**src/rtl/if_fetch_pkg.sv**
```systemverilog
// Shared constants for the instruction-fetch stage.
// Imported by the fetch interface, the stage and its bench.
package if_fetch_pkg;

  localparam int          DEF_ROM_ADDR_W = 11;
  localparam int          ROM_DEPTH      = 1 << DEF_ROM_ADDR_W;
  localparam logic [31:0] DEF_RESET_PC   = 32'h0000_0000;
  localparam logic [31:0] ISA_NOP        = 32'h0000_0013;

  typedef logic [31:0] word_t;

  typedef struct packed {
    word_t pc;
    word_t insn;
    logic  valid;
    logic  mis;
  } if_id_t;

endpackage

```
**src/rtl/if_fetch_if.sv**
```systemverilog
// Fetch-stage bus: redirect/stall control, ROM port and decode output.
// master = fetch stage, slave = environment (decode, branch unit, ROM).
interface if_fetch_if #(
  parameter int AW = 11
);
  import if_fetch_pkg::*;

  logic        stall;
  logic        br_taken;
  word_t       br_addr;
  logic [AW-1:0] rom_addr;
  word_t       rom_data;
  word_t       if_pc;
  word_t       if_insn;
  logic        if_valid;
  logic        if_misalign;

  modport master (
    input  stall, br_taken, br_addr, rom_data,
    output rom_addr, if_pc, if_insn, if_valid, if_misalign
  );

  modport slave (
    output stall, br_taken, br_addr, rom_data,
    input  rom_addr, if_pc, if_insn, if_valid, if_misalign
  );

endinterface

```
**src/rtl/if_fetch.sv**
```systemverilog
// Instruction-fetch stage in front of a 1-cycle synchronous ROM.
// Presents {pc, insn, valid, misalign} to decode; supports stall/redirect.
import if_fetch_pkg::*;

module if_fetch #(
  parameter logic [31:0] RESET_PC   = DEF_RESET_PC,
  parameter int          ROM_ADDR_W = DEF_ROM_ADDR_W,
  parameter logic [31:0] NOP_INSN   = ISA_NOP
) (
  input  logic clk,
  input  logic reset,
  if_fetch_if.master bus
);

  word_t r_fpc;
  word_t r_req_pc;
  logic  r_req_valid;
  logic  r_req_mis;

  word_t w_br_word;
  word_t w_fpc_nx;
  word_t w_req_pc_nx;
  logic  w_req_valid_nx;
  logic  w_req_mis_nx;
  logic [ROM_ADDR_W-1:0] w_rom_addr;

  assign w_br_word = {bus.br_addr[31:2], 2'b00};

  // Stall re-reads the presented word so rom_data stays put.
  always_comb begin
    w_rom_addr = r_fpc[ROM_ADDR_W+1:2];
    if (bus.br_taken)
      w_rom_addr = bus.br_addr[ROM_ADDR_W+1:2];
    else if (bus.stall)
      w_rom_addr = r_req_pc[ROM_ADDR_W+1:2];
  end

  always_comb begin
    w_fpc_nx       = r_fpc;
    w_req_pc_nx    = r_req_pc;
    w_req_valid_nx = r_req_valid;
    w_req_mis_nx   = r_req_mis;
    if (bus.br_taken) begin
      w_req_pc_nx    = w_br_word;
      w_req_valid_nx = 1'b1;
      w_req_mis_nx   = |bus.br_addr[1:0];
      w_fpc_nx       = w_br_word + 32'd4;
    end else if (!bus.stall) begin
      w_req_pc_nx    = r_fpc;
      w_req_valid_nx = 1'b1;
      w_req_mis_nx   = 1'b0;
      w_fpc_nx       = r_fpc + 32'd4;
    end
  end

  always_ff @(posedge clk or negedge reset) begin
    if (!reset) begin
      r_fpc       <= RESET_PC;
      r_req_pc    <= RESET_PC;
      r_req_valid <= 1'b0;
      r_req_mis   <= 1'b0;
    end else begin
      r_fpc       <= w_fpc_nx;
      r_req_pc    <= w_req_pc_nx;
      r_req_valid <= w_req_valid_nx;
      r_req_mis   <= w_req_mis_nx;
    end
  end

  assign bus.rom_addr    = w_rom_addr;
  assign bus.if_pc       = r_req_pc;
  assign bus.if_valid    = r_req_valid;
  assign bus.if_misalign = r_req_mis & r_req_valid;
  assign bus.if_insn     = r_req_valid ? bus.rom_data : NOP_INSN;

endmodule

```
**src/flat_wrapper.sv**
```systemverilog
// flat-port wrapper written by rule: the top's interface ports become plain ports
module if_fetch_flat 
#(
  parameter logic [31:0] RESET_PC   = DEF_RESET_PC,
  parameter int          ROM_ADDR_W = DEF_ROM_ADDR_W,
  parameter logic [31:0] NOP_INSN   = ISA_NOP
)
  (clk, reset, bus_stall, bus_br_taken, bus_br_addr, bus_rom_data, bus_rom_addr, bus_if_pc, bus_if_insn, bus_if_valid, bus_if_misalign);
  if_fetch_if #(.AW(DEF_ROM_ADDR_W)) bus_i ();
  input  logic clk;
  input  logic reset;
  input wire logic [$bits(bus_i.stall)-1:0] bus_stall;
  input wire logic [$bits(bus_i.br_taken)-1:0] bus_br_taken;
  input wire logic [$bits(bus_i.br_addr)-1:0] bus_br_addr;
  input wire logic [$bits(bus_i.rom_data)-1:0] bus_rom_data;
  output wire logic [$bits(bus_i.rom_addr)-1:0] bus_rom_addr;
  output wire logic [$bits(bus_i.if_pc)-1:0] bus_if_pc;
  output wire logic [$bits(bus_i.if_insn)-1:0] bus_if_insn;
  output wire logic [$bits(bus_i.if_valid)-1:0] bus_if_valid;
  output wire logic [$bits(bus_i.if_misalign)-1:0] bus_if_misalign;
  assign bus_i.stall = bus_stall;
  assign bus_i.br_taken = bus_br_taken;
  assign bus_i.br_addr = bus_br_addr;
  assign bus_i.rom_data = bus_rom_data;
  assign bus_rom_addr = bus_i.rom_addr;
  assign bus_if_pc = bus_i.if_pc;
  assign bus_if_insn = bus_i.if_insn;
  assign bus_if_valid = bus_i.if_valid;
  assign bus_if_misalign = bus_i.if_misalign;
  if_fetch #(.RESET_PC(RESET_PC), .ROM_ADDR_W(ROM_ADDR_W), .NOP_INSN(NOP_INSN)) u_core (.clk(clk), .reset(reset), .bus(bus_i));
endmodule
```
**config.mk**
```make
export PLATFORM = sky130hd
export DESIGN_NAME = if_fetch_flat
export DESIGN_NICKNAME = d
export VERILOG_FILES = /design/src/rtl/if_fetch_pkg.sv /design/src/rtl/if_fetch_if.sv /design/src/rtl/if_fetch.sv /design/src/flat_wrapper.sv
export SDC_FILE = /design/constraint.sdc
export NUM_CORES = 1
export LEC_CHECK = 0
export CAP_MARGIN = 20
export CORE_MARGIN = 5
export CORE_UTILIZATION = 30
export DETAILED_ROUTE_END_ITERATION = 10
export SYNTH_ARGS = -nofsm -noshare
export SYNTH_HDL_FRONTEND = slang
export SYNTH_SLANG_ARGS = --single-unit
```
**constraint.sdc**
```tcl
create_clock -name clk -period 2.4 [get_ports clk]
set_input_delay 0.24 -clock clk [delete_from_list [all_inputs] [get_ports clk]]
set_output_delay 0.24 -clock clk [all_outputs]
set_load 0.02 [all_outputs]
```
Word level (Yosys, flattened, before mapping) --
Index checks and enable logic that the tools add are counted.
Cells by class: $add $sub $neg 2, equality and inequality tests 1, muxes and demuxes 11, bitwise logic cells 1, reductions and logical operators 1
Operator list (count):
- $mux W32 | 5
- $add A32 B3 Y32 const B | 2
- $mux W11 | 2
- $mux W1 | 4
- $ne A2 B1 Y1 const B | 1
- $reduce_or A2 Y1 | 1
- $and A1 B1 Y1 | 1
Word-level totals: flip-flop bits (word level) 66, input bits 68, word-level logic and storage cells 20

Depth between registers and ports, before layout --
Gate-level depths: netlist (run 1).
depth after elaboration 3, gate-level depth with buffers 15

Worst setup path before layout (run 1) --
No wires, ideal clock.
path type in2reg, from in bus_br_taken, to reg u_core.r_fpc[30], data arrival time 2.772 ns, setup slack -0.503 ns, stages 15, path buffers 6, path through buf_6 -> buf_2 -> buf_2 -> clkbuf_1 -> clkbuf_1 -> nand2_1 -> o21ai_0 -> ha_1 -> inv_1 -> a221oi_4 -> nand4_1 -> clkbuf_1 -> nor3_1 -> xnor2_1 -> mux2i_1
On the way: word-level cells in the longest chain between the ends 1, elaborated cells between the ends (all ways) 2, classes of those cells eq/ne (1); mux (1)
RTL lines:
- from (decl) | line flat_wrapper.sv:13 | input wire logic [$bits(bus_i.br_taken)-1:0] bus_br_taken;
- $ne A2 B1 Y1 (no source line) or $mux W32 (tied branches)
- to (signal assigned) | line if_fetch.sv:63 | r_fpc <= w_fpc_nx;
- to (decl) | line if_fetch.sv:15 | word_t r_fpc;
Parallel ways exist; a longest one is shown, timed or not. A chain may end at the register's enable or synchronous reset.

Final worst setup path (run 1) --
from in bus_br_addr[6], to reg u_core.r_fpc[25]
On the way: word-level cells in the longest chain between the ends 2
RTL lines:
- from (decl) | line flat_wrapper.sv:14 | input wire logic [$bits(bus_i.br_addr)-1:0] bus_br_addr;
- $add A32 B3 Y32 | line if_fetch.sv:47 | w_fpc_nx = w_br_word + 32'd4;
- $mux W32 | line if_fetch.sv:43 | if (bus.br_taken) begin
Every way passes these cells.

==> results of run 1 <==
## critical path: cells and delay by family
kind | cells | cell delay, ps
buffers and inverters | 2 | 730
AND/OR/NAND/NOR | 3 | 730
AO/OA/AOI/OAI | 1 | 360
XOR/XNOR | 1 | 160
multiplexers | 1 | 90
## registers in the layout, summed over array words and instances, names as in the netlist
name,count
u_core.bus.if_pc,30
u_core.r_fpc,30
u_core.bus.if_valid,1
u_core.r_req_mis,1
## metrics by stage
step                cells  total power [mW]  setup TNS (ps)  setup WS [ps]
floorplan             477              1.78            -417          -83.4
global placement      799              2.26               0           59.6
detailed placement    799              2.27           -77.7          -56.5
CTS                   816              3.64               0           87.9
global route          816              3.78               0            107
finish                816              3.59               0            274
## power by group
group / total [mW] / switching, mW / internal, mW / leakage [nW]
clock: 1.34 / 0.506 / 0.837 / 0.141
sequential: 1.28 / 0.122 / 1.16 / 0.729
combinational: 0.959 / 0.465 / 0.494 / 1.67
## layout make-up
class,instances,area share [%]
multi-input combinational,380,40.3
timing repair buffer,174,26.6
sequential,62,24.4
clock buffer,10,3.76
tap,180,3.54
clock inverter,6,1.10
inverter,4,0.236
## what timing repair did
| action | 4_1_cts | 5_1_grt |
|---|---|---|
| hold buffers | 1 | 0 |
| hold endpoints to repair | 62 | 0 |
| gates resized for setup | 0 | 1 |
| setup endpoints to repair | 0 | 30 |
## worst paths after layout
path / startpoint / to / slack, ps
worst max-delay path: bus_br_addr[6] / u_core.r_fpc[25] / 270
worst min-delay path: bus_br_taken / u_core.r_fpc[4] / 300
worst max register to register: u_core.r_fpc[5] / u_core.r_fpc[25] / 290
worst min register to register: u_core.r_req_mis / u_core.r_req_mis / 560
max in group asynchronous: reset / u_core.bus.if_valid / 1650
min in group asynchronous: reset / u_core.bus.if_pc[12] / 460
## cells in the mapped netlist (5+ instances only)
cell      count  area [um^2]
xor2_1       13          114
nor2_1       28          105
o21ai_0      48          240
nand3b_1     11         82.6
xnor2_1      41          359
nor3_1       14         70.1
nand4b_1      5         43.8
nand4_1       8         50.1
buf_2         7         35.0
mux2i_1      48          480
clkbuf_1     16         60.1
nand3_1      22          110
and2_1       32          200
nand2_1      58          218
nand2b_1      7         43.8
dfrtp_1      62         1550
a21oi_1      13         65.1
## kinds of logic after synthesis
| family | count (synthesis) | synth area share, % |
|---|---|---|
| multiplexers | 50 | 12.0 |
| other | 1 | 0.0891 |
| AND/OR/NAND/NOR | 198 | 25.3 |
| adder cells (fa/ha/maj) | 1 | 0.297 |
| flip-flops | 62 | 36.9 |
| XOR/XNOR | 54 | 11.2 |
| buffers and inverters | 35 | 3.87 |
| AO/OA/AOI/OAI | 75 | 10.4 |
## routing by layer
metal	part of all wire [%]	wire, um
met1	44	5350
met2	49	6070
met3	6.1	744
met4	0.86	105
met5	0	0
==> flow_summary.yaml, run 1 <==
power:
  irDropWorstVdd_v: 0.000309
  power_density_nw_per_um2: 564
  p_leak_nw: 2.54
detailed_routing:
  viasPerCell: 4.82
  drc: 0
  firstDrtPassIters: 4
  drt_iter0_markers: 189
  antenna_left: 0
  drt-total-wl_um: 12300
  post_drt_wl_per_cell_um: 15.0
  dr_total_vias: 3931
floorplanning:
  start_util_pct: 30.4
  io_pins: 145
  placementRows: 43
  fp.dieH_um: 128
  coreArea_um2: 13800
  die_width_um: 128
  die_area_um2: 16500
sta:
  rsz0062_at_grt: "false"
  tightestPinTransition_ps: 672
  slew_headroom_pct: 55.2
  whs_ps: 296
  slew_violations: 0
  finalCritPeriodShare_pct: 88.6
  finalSetupViolations: 0
  period_needed_ps: 2130
  hold_viol: 0
  fin_skew_ps: 8.27
  timing.fmax_ghz: 0.470
finish:
  mostFrequentLayoutCell: "clkdlybuf4s50_1"
  final_cell_mix: "139 x clkdlybuf4s50_1, 61 x dfrtp_1, 58 x nand2_1, 48 x mux2i_1, 47 x o21ai_0"
  multi_input_area_um2: 2560
  final_nets: 700
  fillers: 1301
  area_delta_synth_final_pct: 51.0
  drive_gt1_share_pct: 11.5
  seq_area_um2: 1550
  antenna_cells: 0
  utilization_pct: 46.0
  final_cell_area_um2: 6350
critical_path:
  crit_path_end_kind: "flip-flop"
  arrival_ps: 2330
  required_ps: 2610
  path_cells: "clkdlybuf4s50_1 -> nand3_1 -> a222oi_1 -> buf_4 -> nand4_2 -> nor3b_1 -> xnor2_1 -> mux2i_1"
  r2r_cells: 7
  slowest_delay_ps: 500
  cpMaxStageDelayCell: "clkdlybuf4s50_1"
  critPathKind: "primary input to flip-flop"
  cp_max_fo: 8
  cp-start-kind: "primary input"
placement:
  place_congestion: 0.806
  io_buffer_count: 142
  post_dp_cell_area_um2: 6030
  dpl.hpwl_um: 9230
cts:
  post_cts_buffers: 0
  clock-sinks: 62
  cts_tree: "yes"
  clk_latency_ps: 330
  cts_inserted_buffers: 9
  clk_pin_slew_worst_paths_ps: 60
  clock-root-buffer: "clkbuf_16"
  clockBufferDepth: 2
  h-tree-depth: 3
global_route:
  track_usage_pct: 15.1
  met1_usage_pct: 19.8
  top_usage_layer: "met2"
  grt-ovfl-total: 0
  antenna_found_initial: 0
  grt_pass1_vias: 3953
  grt.met3_usage_pct: 3.78
  grt_pass1_wl_um: 20200
  grt_util_met2_pct: 25.1
  grt_start_max_net_pins: 63
yosys:
  synth-async-reset-ratio_pct: 100
  netlist_area_um2: 4210
  avgSynthCellArea_um2: 8.84
  yosys_warnings: 0
  synth_cells: 476
  synth-seq-area-share_pct: 36.9
  ys_seq_elements: 62
  synthFlopType: "dfrtp_1"
  synthDistinctLibCells: 40
  synth_edf_count: 0
hold_path:
  worstHoldPathCells: 3
  min_path_type: "primary input to flip-flop"
run:
  drv_cap: 0
status:
  status: "complete, no violations"
(Power assumes the default switching activity.)
==> inputs of run 2 (changes only) <==
--- a/config.mk
+++ b/config.mk
@@ -9,6 +9,7 @@
 export CORE_MARGIN = 5
 export CORE_UTILIZATION = 30
 export DETAILED_ROUTE_END_ITERATION = 10
+export SLEW_MARGIN = 25
 export SYNTH_ARGS = -nofsm -noshare
 export SYNTH_HDL_FRONTEND = slang
 export SYNTH_SLANG_ARGS = --single-unit
==> results of run 2 <==
No change in the layout: final DEF, timing and power equal those of run 1.
==> inputs of run 3 (changes only) <==
--- a/config.mk
+++ b/config.mk
@@ -5,10 +5,13 @@
 export SDC_FILE = /design/constraint.sdc
 export NUM_CORES = 1
 export LEC_CHECK = 0
-export CAP_MARGIN = 20
+export CELL_PAD_IN_SITES_DETAIL_PLACEMENT = 0
+export CELL_PAD_IN_SITES_GLOBAL_PLACEMENT = 1
+export CORE_ASPECT_RATIO = 1.2
 export CORE_MARGIN = 5
 export CORE_UTILIZATION = 30
 export DETAILED_ROUTE_END_ITERATION = 10
+export PLACE_DENSITY_LB_ADDON = 0.1
 export SLEW_MARGIN = 25
 export SYNTH_ARGS = -nofsm -noshare
 export SYNTH_HDL_FRONTEND = slang
==> flow_summary.yaml, run 3 (synthesis gave the netlist of run 1 again) <==
status:
  status: "complete, no violations"
finish:
  fillers: 1341
  mostFrequentLayoutCell: "clkdlybuf4s50_1"
  area_delta_synth_final_pct: 52.0
  drive_gt1_share_pct: 11.7
  final_nets: 703
  final_cell_mix: "139 x clkdlybuf4s50_1, 62 x dfrtp_1, 58 x nand2_1, 48 x mux2i_1, 47 x o21ai_0"
  utilization_pct: 46.5
  antenna_cells: 0
sta:
  tightestPinTransition_ps: 542
  rsz0062_at_grt: "false"
  hold_viol: 0
  finalCritPeriodShare_pct: 89.1
  finalSetupViolations: 0
  whs_ps: 303
  fin_skew_ps: 9.72
  timing.fmax_ghz: 0.468
  period_needed_ps: 2140
  slew_headroom_pct: 63.9
  slew_violations: 0
  setup_slack_ps: 263
cts:
  cts_inserted_buffers: 9
  cts_resized: 0
  clock-sinks: 62
  post_cts_buffers: 0
  cts_hold_buf: 1
  clk_pin_slew_worst_paths_ps: 60
  clock-root-buffer: "clkbuf_16"
  clk_latency_ps: 330
  cts_tree: "yes"
  clockBufferDepth: 2
  h-tree-depth: 3
critical_path:
  critPathKind: "primary input to primary output"
  path_depth: 7
  slowest_delay_ps: 650
  path_cells: "buf_4 -> buf_12 -> buf_12 -> buf_12 -> a211oi_1 -> nor2_1 -> clkdlybuf4s50_1"
  required_ps: 2160
  worstReg2RegEnd: "u_core.r_fpc[25]"
  endpoint: "bus_rom_addr[4]"
  crit_path_end_kind: "primary output"
  cp-start-kind: "primary input"
  cp_top_family: "buffers and inverters"
  startpoint: "bus_br_taken"
  r2r_cells: 7
  reg2reg_slack_ps: 320
  arrival_ps: 1900
  path_buf_inv: 5
  cp_common_cell: "buf_12"
  cp_max_fo: 24
  r2r_start: "u_core.r_fpc[5]"
  cpMaxStageDelayCell: "clkdlybuf4s50_1"
detailed_routing:
  viasPerCell: 4.91
  dr_total_vias: 3976
  drc: 0
  post_drt_wl_per_cell_um: 16.3
  drt_iter0_markers: 187
  antenna_left: 0
  firstDrtPassIters: 5
  drt-total-wl_um: 13200
floorplanning:
  coreArea_um2: 13800
  die_width_um: 118
  io_pins: 145
  placementRows: 47
  die_area_um2: 16500
  fp.dieH_um: 140
  start_util_pct: 30.6
power:
  p_leak_nw: 2.58
  irDropWorstVdd_v: 0.000248
  power_density_nw_per_um2: 559
global_route:
  grt_pass1_wl_um: 21600
  track_usage_pct: 15.9
  grt-ovfl-total: 0
  antenna_found_initial: 0
  grt_start_max_net_pins: 46
  grt_pass1_vias: 3932
run:
  drv_cap: 0
placement:
  dpl_worst_slack_ps: -20.1
  dpl.hpwl_um: 10300
  io_buffer_count: 142
  place_congestion: 0.786
hold_path:
  min_path_type: "primary input to flip-flop"
==> run 3: cell count changes in the layout (fill, tap and decap cells not counted) <==
cell / before / now
inv_6: 1 / 0
dfrtp_2: 1 / 0
clkinv_2: 0 / 3
clkinvlp_4: 3 / 1
dfrtp_1: 61 / 62
buf_12: 3 / 6
==> run 3: worst min path at each step <==
stage / slack (ps) / start / cells after the start / endpoint
finish: 300 / bus_br_taken / 2 / u_core.r_fpc[2]
global placement: 210 / reset / 1 / u_core.bus.if_pc[11]
CTS: 290 / bus_br_taken / 2 / u_core.r_fpc[2]
global route: 330 / bus_br_taken / 2 / u_core.r_fpc[2]
detailed placement: 200 / reset / 1 / u_core.bus.if_pc[11]
floorplan: -60 / reset / 0 / u_core.bus.if_pc[10]
==> run 3: worst reg2reg max path: cells and delay by family (launching register included) <==
kind | cells | cell delay, ps
and+or+nand+nor | 3 | 690
DFF | 1 | 420
AOI/OAI and AO/OA | 1 | 370
buffers and inverters | 1 | 240
xor gates and xnor gates | 1 | 150
muxes | 1 | 90
==> run 3: final cells by class <==
type	count	area [um^2]	area share [%]
multi-input cells	380	2560	40.1
inverters	4	15.0	0.235
well taps	171	214	3.35
clock buffers	10	239	3.74
flip-flops and latches	62	1550	24.3
repair buffers	177	1750	27.4
clock inverters	6	61.3	0.959
==> run 3: report_power, final <==
group | switching [mW] | internal [mW]
clock network | 0.487 | 0.827
logic | 0.472 | 0.498
registers | 0.124 | 1.16
==> run 3: per-layer routing <==
metal  GRT usage (%)  vias to the layer above  part of all wire [%]
met5               0                        -                     0
met4            4.05                        0                   1.1
met3            4.18                        9                   5.7
met2            27.6                      130                    51
met1            19.5                     1878                    42
li1                -                     1959                     -
==> run 3: per-stage QoR <==
| step | cell area, um^2 | power, mW | TNS, ps | cells |
|---|---|---|---|---|
| after floorplan | 4330 | 1.78 | -417 | 477 |
| after global placement | 6080 | 2.28 | 0 | 793 |
| after detailed placement | 6080 | 2.29 | -25.4 | 793 |
| after CTS | 6390 | 3.63 | 0 | 810 |
| after global routing | 6390 | 3.76 | 0 | 810 |
| final | 6390 | 3.57 | 0 | 810 |
